===== config.mk =====
export PLATFORM = sky130hd
export DESIGN_NAME = ram_dp_arbiter
export DESIGN_NICKNAME = d
export VERILOG_FILES = /design/src/rtl/ram_dp_arbiter.sv
export SDC_FILE = /design/constraint.sdc
export NUM_CORES = 1
export LEC_CHECK = 0
export CAP_MARGIN = 10
export CORE_ASPECT_RATIO = 0.9
export CORE_UTILIZATION = 28
export CTS_CLUSTER_DIAMETER = 30
export DETAILED_ROUTE_END_ITERATION = 8
export GPL_TIMING_DRIVEN = 0
export PLACE_DENSITY = 0.81
export SYNTH_ARGS = -nofsm -noshare
export SYNTH_HDL_FRONTEND = slang
export SYNTH_SLANG_ARGS = --single-unit

===== constraint.sdc =====
create_clock -name clk -period 1.2 [get_ports clk]
set_input_delay 0.36 -clock clk [delete_from_list [all_inputs] [get_ports clk]]
set_output_delay 0.36 -clock clk [all_outputs]
set_load 0.1 [all_outputs]

===== src/rtl/ram_dp_arbiter.sv =====
// ram_dp_arbiter: two independent round-robin arbiters (write side and
// read side) that share a 16x8 dual-port RAM between two requesters each.
// Grants are combinational from the requests and the priority bits.
// Read data is returned with a registered per-requester valid strobe.
module ram_dp_arbiter #(
    parameter int AW = 4,
    parameter int DW = 8
) (
    input  logic          clk,
    input  logic          rst,
    input  logic          wr_req0,
    input  logic          wr_req1,
    input  logic [AW-1:0] wr_addr0,
    input  logic [AW-1:0] wr_addr1,
    input  logic [DW-1:0] wr_data0,
    input  logic [DW-1:0] wr_data1,
    output logic          wr_gnt0,
    output logic          wr_gnt1,
    input  logic          rd_req0,
    input  logic          rd_req1,
    input  logic [AW-1:0] rd_addr0,
    input  logic [AW-1:0] rd_addr1,
    output logic          rd_gnt0,
    output logic          rd_gnt1,
    output logic          rd_valid0,
    output logic          rd_valid1,
    output logic [DW-1:0] rd_data,
    output logic          ram_we,
    output logic          ram_re,
    output logic [AW-1:0] ram_waddr,
    output logic [AW-1:0] ram_raddr,
    output logic [DW-1:0] ram_wdata,
    input  logic [DW-1:0] ram_rdata
);

    // Priority bits: 0 favours requester 0, 1 favours requester 1.
    logic wpri_q, wpri_d;
    logic rpri_q, rpri_d;
    logic rd_valid0_q, rd_valid0_d;
    logic rd_valid1_q, rd_valid1_d;

    // Write grant: favoured requester wins on contention; nothing during reset.
    always_comb begin
        wr_gnt0 = 1'b0;
        wr_gnt1 = 1'b0;
        if (!rst) begin
            if (wr_req0 && (!wr_req1 || !wpri_q)) begin
                wr_gnt0 = 1'b1;
            end else if (wr_req1) begin
                wr_gnt1 = 1'b1;
            end
        end
    end

    // Read grant: same rule as the write side, on its own priority bit.
    always_comb begin
        rd_gnt0 = 1'b0;
        rd_gnt1 = 1'b0;
        if (!rst) begin
            if (rd_req0 && (!rd_req1 || !rpri_q)) begin
                rd_gnt0 = 1'b1;
            end else if (rd_req1) begin
                rd_gnt1 = 1'b1;
            end
        end
    end

    // RAM pin mux from the granted requesters; zero when idle.
    always_comb begin
        ram_we    = wr_gnt0 | wr_gnt1;
        ram_re    = rd_gnt0 | rd_gnt1;
        ram_waddr = '0;
        ram_wdata = '0;
        ram_raddr = '0;
        if (wr_gnt0) begin
            ram_waddr = wr_addr0;
            ram_wdata = wr_data0;
        end else if (wr_gnt1) begin
            ram_waddr = wr_addr1;
            ram_wdata = wr_data1;
        end
        if (rd_gnt0) begin
            ram_raddr = rd_addr0;
        end else if (rd_gnt1) begin
            ram_raddr = rd_addr1;
        end
    end

    // Next-state: priority flips away from the winner, holds when idle.
    always_comb begin
        wpri_d = wpri_q;
        rpri_d = rpri_q;
        if (wr_gnt0) begin
            wpri_d = 1'b1;
        end else if (wr_gnt1) begin
            wpri_d = 1'b0;
        end
        if (rd_gnt0) begin
            rpri_d = 1'b1;
        end else if (rd_gnt1) begin
            rpri_d = 1'b0;
        end
        rd_valid0_d = rd_gnt0;
        rd_valid1_d = rd_gnt1;
    end

    // State registers with synchronous reset.
    always_ff @(posedge clk) begin
        if (rst) begin
            wpri_q      <= 1'b0;
            rpri_q      <= 1'b0;
            rd_valid0_q <= 1'b0;
            rd_valid1_q <= 1'b0;
        end else begin
            wpri_q      <= wpri_d;
            rpri_q      <= rpri_d;
            rd_valid0_q <= rd_valid0_d;
            rd_valid1_q <= rd_valid1_d;
        end
    end

    // A valid left over from the cycle before reset is masked during reset,
    // because the RAM data it would tag is being cleared in that same cycle.
    always_comb begin
        rd_valid0 = rd_valid0_q & ~rst;
        rd_valid1 = rd_valid1_q & ~rst;
        rd_data   = ram_rdata;
    end

endmodule


# Word level (Yosys, flattened, before mapping)
# Index checks and enable logic that the tools add are counted.
op_classes:
  addsub: 0
  n_mul: 0
  div: 0
  magnitude_cmp: 0
  eq_ne: 0
  shifts: 0
  muxes: 20
  bitwise: 5
  reduce_logical: 10
ops:
  columns: ["cell", "n"]
  rows:
  - ["4-bit 2-to-1 mux", 4]
  - ["8-bit 2-to-1 mux", 2]
  - ["1-bit 2-to-1 mux", 14]
  - ["1-bit logical NOT", 4]
  - ["2-bit nonzero test", 2]
  - ["1-bit bitwise AND", 2]
  - ["1-bit logical AND", 2]
  - ["1-bit logical OR", 2]
  - ["1-bit OR", 2]
  - ["1-bit NOT", 1]
word_totals:
  ff_bits: 4
  latchBits: 0
  mem_bits_rw: 0
  rom_bits: 0
  input_bits: 46
  output_inout_bits: 32
  wordCells: 39
  memories: 0

# Logic depth before layout (Yosys ltp)
logic_depth:
  word_depth: 7
  depth_mapped: 3
  depth_no_buf: 2

# Worst setup path after synthesis
# OpenSTA, ideal clock, no wires.
synth_timing:
  path_kind: "input to output"
  startpoint: "input port wr_req0"
  endpoint: "output port ram_waddr[1]"
  arrival_time_ns: 2.822
  required_time_ns: 0.840
  slack_ns: -1.982
  stages: 2
  path_buffers: 0
  path_cell_list: "nor2b_4 > o32ai_1"
synth_between:
  elab_chain_len: 5
  word_cells_on_any_way: 7
  classes_between: "mux (6); reduce/logical (1)"
synth_lines:
  columns: ["item", "line", "rtl"]
  rows:
  - ["from (decl)", "11", "input logic wr_req0,"]
  - ["1-bit logical AND *", "47", "if (wr_req0 && (!wr_req1 || !wpri_q)) begin"]
  - ["1-bit 2-to-1 mux", "47", null]
  - ["1-bit 2-to-1 mux", "46", "if (!rst) begin"]
  - ["4-bit 2-to-1 mux", "78", "end else if (wr_gnt1) begin"]
  - ["4-bit 2-to-1 mux *", "75", "if (wr_gnt0) begin"]
  - ["to (decl)", "30", "output logic [AW-1:0] ram_waddr,"]
# Every way passes the cells marked *; elsewhere a longest branch is shown, timed or not.

# Worst setup path after layout
layout_timing:
  startpoint: "register wpri_q"
  endpoint: "output port ram_wdata[2]"
layout_between:
  elab_chain_len: 7
  word_cells_on_any_way: 9
  classes_between: "mux (6); reduce/logical (3)"
layout_lines:
  columns: ["item", "line", "rtl"]
  rows:
  - ["from (decl)", "37", "logic wpri_q, wpri_d;"]
  - ["from (signal assigned)", "115", "wpri_q <= wpri_d;"]
  - ["1-bit logical NOT *", "47", null]
  - ["1-bit logical OR *", "47", null]
  - ["1-bit logical AND *", "47", null]
  - ["1-bit 2-to-1 mux", "47", null]
  - ["1-bit 2-to-1 mux", "46", null]
  - ["8-bit 2-to-1 mux", "78", null]
  - ["8-bit 2-to-1 mux *", "75", null]
  - ["to (decl)", "32", "output logic [DW-1:0] ram_wdata,"]
# Marks and branches as above.

==> implementation parameters <==
Parameter                              Value

Cells and area
  Net total in the final layout    around 220
  Layout fillers    133
  Share of cells above drive strength 1    0.676
  Diodes inserted    0
  Post-route design area    2500 um^2
  Non-Filler Instances    216
  Layout overhead on the synthesized area    183%

Worst setup path
  Worst-path cell with the longest stage delay    dfxtp_4
  Required time of the critical path    0.84 ns
  Max incr delay on CP    0.36 ns
  Data arrival at the endpoint of the critical path    around 1.4 ns
  Crit. Startpoint    wpri_q
  WS Path Type    flip-flop to output port
  Crit. End Element    output port
  Ordered list of cells on the worst path    nor2b_4 > buf_12 > o32ai_4 > buf_12
  Critical Path Most Common Cell    buf_12
  Startpoint types    flip-flop
  Worst-path maximum fanout    5
  Worst reg2reg startpoint    wpri_q

Routing
  Highest routing layer actually used    met4
  Detailed-route vias per instance    around 4.9
  Wire length on met3    about 240 um
  DR pass1 iterations    4
  WL/cell    20.0 um
  WL final    4.33 mm
  Number of design-rule violations left by the first detailed-router iteration    24
  Met2 routed WL    roughly 2.4 mm
  DRC viols    0
  Count of nets left with antenna violations after detail routing    0
  Met1 WL    1.56 mm
  Vias after detailed routing    1052

Clocking
  Clock tree root driver cell    clkbuf_4
  Clock transition time at the flip-flop clock pins of the worst setup and hold paths    0.06 ns
  Clock Latency Late Sink    0.25 ns
  TritonCTS Buffers    3
  Number of H-tree branching levels    1
  TritonCTS clock tree    yes
  Clock Sinks    4
  Clk buf depth    2

Timing
  Post-layout worst setup margin    -0.534 ns
  Slew of the pin with the lowest slew margin    between 0.3 and 0.4 ns
  Max-slew violation count    0
  Final setup skew    ~0.0090 ns
  RSZ-0062 raised after global routing    true
  Post-layout minimum cycle time    1.73 ns
  Worst hold slack    0.458 ns
  Max_slew headroom    0.775
  Share of the cycle needed by the critical path after routing    1.44
  Maximum clock frequency    slightly below 600 MHz
  Final setup viols    24
  Count of final hold-check violations    0

Place
  Post-DP HPWL    2.29 mm
  Placed cells    199
  Placed Instance Area    1970 um^2
  Count of port buffers added during placement    69
  Final estimated routing congestion in global placement    0.682

Floorplan
  Die Height    55.3 um
  Area of the core    2860 um^2
  Initial cell density of the core    0.308
  Row Count    18
  Number of top-level pins    78
  Die X-Extent    61.2 um
  Floorplan die area    3380 um^2

Logic synthesis
  Post-synth ARST share    0
  Share of the yosys chip area belonging to registers    0.0908
  Gate Count Post-Synth    90
  Commonest register cell after synthesis    dfxtp_1
  Most common cell in the synthesized netlist    nand2b_1
  Synth Net Count    136
  Total standard cell area after synthesis    between 800 and 900 um^2
  Commonest cells post-synth    nand2b_1 (21), o32ai_2 (13), nand2b_4 (11), buf_4 (8), nor2_1 (6)
  Synth unique cells    20
  Cell type with the highest aggregate area in the netlist    o32ai_2
  Average instance area after synthesis    9.80 um^2
  Share of the synthesized area in the top cell type    0.240
  Post-synth EDFFs    0
  Dominant cells by area after synthesis    o32ai_2 (24%), nand2b_4 (17%), nand2b_1 (15%)
  Number of warning messages in the yosys log    0
  Number of register bits inferred by synthesis    4

GRT
  Remaining global-route overflow    0
  Global-route wire length before repair    6.29 mm
  Largest net degree at the start of global routing    11
  Via count of the first global-routing pass    around 1.2k
  Initial antenna violation count    0
  GR Util All Layers    0.257

Power
  Total Power Consumption    about 1.8 mW
  Sequential power share    0.084
  Leakage component of the power    between 1 and 1.5 nW
  Internal power of the cells    between 800 and 900 uW
  Power Density    ~720 nW/um^2
  Worst VDD drop    0.000666 V
  Power spent charging and discharging nets    912 uW
  Portion of total power attributed to combinational logic    0.808
  Clock network fraction of total power    0.108
  Switching part of the total power    0.508

Hold path
  Min-delay worst type    input port to flip-flop
  Worst min-delay path startpoint    rd_req1

Outcome
  Outcome    finished, violations left
  Violated checks    setup timing

Flow run
  Max-capacitance violation count    0
## sequential cells by signal, indices dropped and copies added, names as in the netlist
signal       cells
rd_valid0_q      1
rpri_q           1
rd_valid1_q      1
wpri_q           1
## path summary, 6_finish.rpt
check             cells past startpoint            to  slack (ns)
setup / recovery                      4  ram_wdata[2]       -0.53
hold / removal                        3        rpri_q        0.46
setup reg to reg                      3        wpri_q        0.14
hold reg to reg                       2        rpri_q        0.67
## what timing repair did
item | in CTS | in global routing
pin swaps | 19 | 6
endpoints found under the setup margin | 36 | 24
setup buffers | 11 | 2
gates resized for setup | 322 | 7
hold buffers | 0 | 0
cloned | 5 | 0
## layer usage
layer	vias up	GRT usage
li1	484	-
met1	498	0.270
met2	60	0.486
met3	10	0.0375
met4	0	0.0974
met5	-	0
## cells by family after synthesis
kind of cell / after synthesis / share of synthesized area
and+or+nand+nor: 48 / 0.423
AOI/OAI and AO/OA: 20 / 0.315
buffers and inverters: 18 / 0.172
DFF: 4 / 0.0908
## layout by cell type, fill, tap and decap left out, types with 3 or more instances in the layout
cell type | Yosys | layout
buf_12 | 0 | 32
buf_4 | 8 | 21
dlygate4sd2_1 | 0 | 21
nand2b_4 | 11 | 17
o32ai_4 | 0 | 16
nand2b_1 | 21 | 15
clkdlybuf4s50_1 | 0 | 11
nor2_4 | 0 | 4
nor2b_4 | 1 | 4
nor2_1 | 6 | 3
clkbuf_4 | 0 | 3
buf_6 | 4 | 3
buf_2 | 2 | 3
## cell type report
class / count / area (um^2) / area share
multi-input cells: 68 / 983 / 0.394
clock buffers: 3 / 22.5 / 0.00901
inverters: 2 / 13.8 / 0.00551
plain buffers: 15 / 195 / 0.0781
well taps: 40 / 50.0 / 0.0200
flip-flops and latches: 4 / 87.6 / 0.0351
repair buffers: 84 / 1150 / 0.459
## metrics by stage
| step | setup TNS, ns | utilization | worst slack, ns |
|---|---|---|---|
| after floorplan | -12.38 | - | -0.644 |
| after global placement | -51.48 | 0.689 | -1.92 |
| after detailed placement | -52.49 | 0.689 | -1.97 |
| after CTS | -9.65 | 0.861 | -0.506 |
| after global routing | -10.83 | 0.874 | -0.563 |
| final | -10.25 | 0.874 | -0.534 |
## power by group through the flow
stage                     combinational [mW]  sequential [mW]  clock, mW
after floorplan                        0.887            0.150          0
after global placement                  1.17            0.151          0
after detailed placement                1.18            0.152          0
after CTS                               1.42            0.151      0.175
after global routing                    1.49            0.152      0.202
final                                   1.45            0.151      0.194
## worst max-delay path: cells and delay by family (launching register included)
kind	cells	cell delay (ns)
AND/OR/NAND/NOR	1	0.31
flip-flops	1	0.36
buffers and inverters	2	0.37
AO/OA/AOI/OAI	1	0.10
Note: power is estimated with default switching activity, not from simulation.
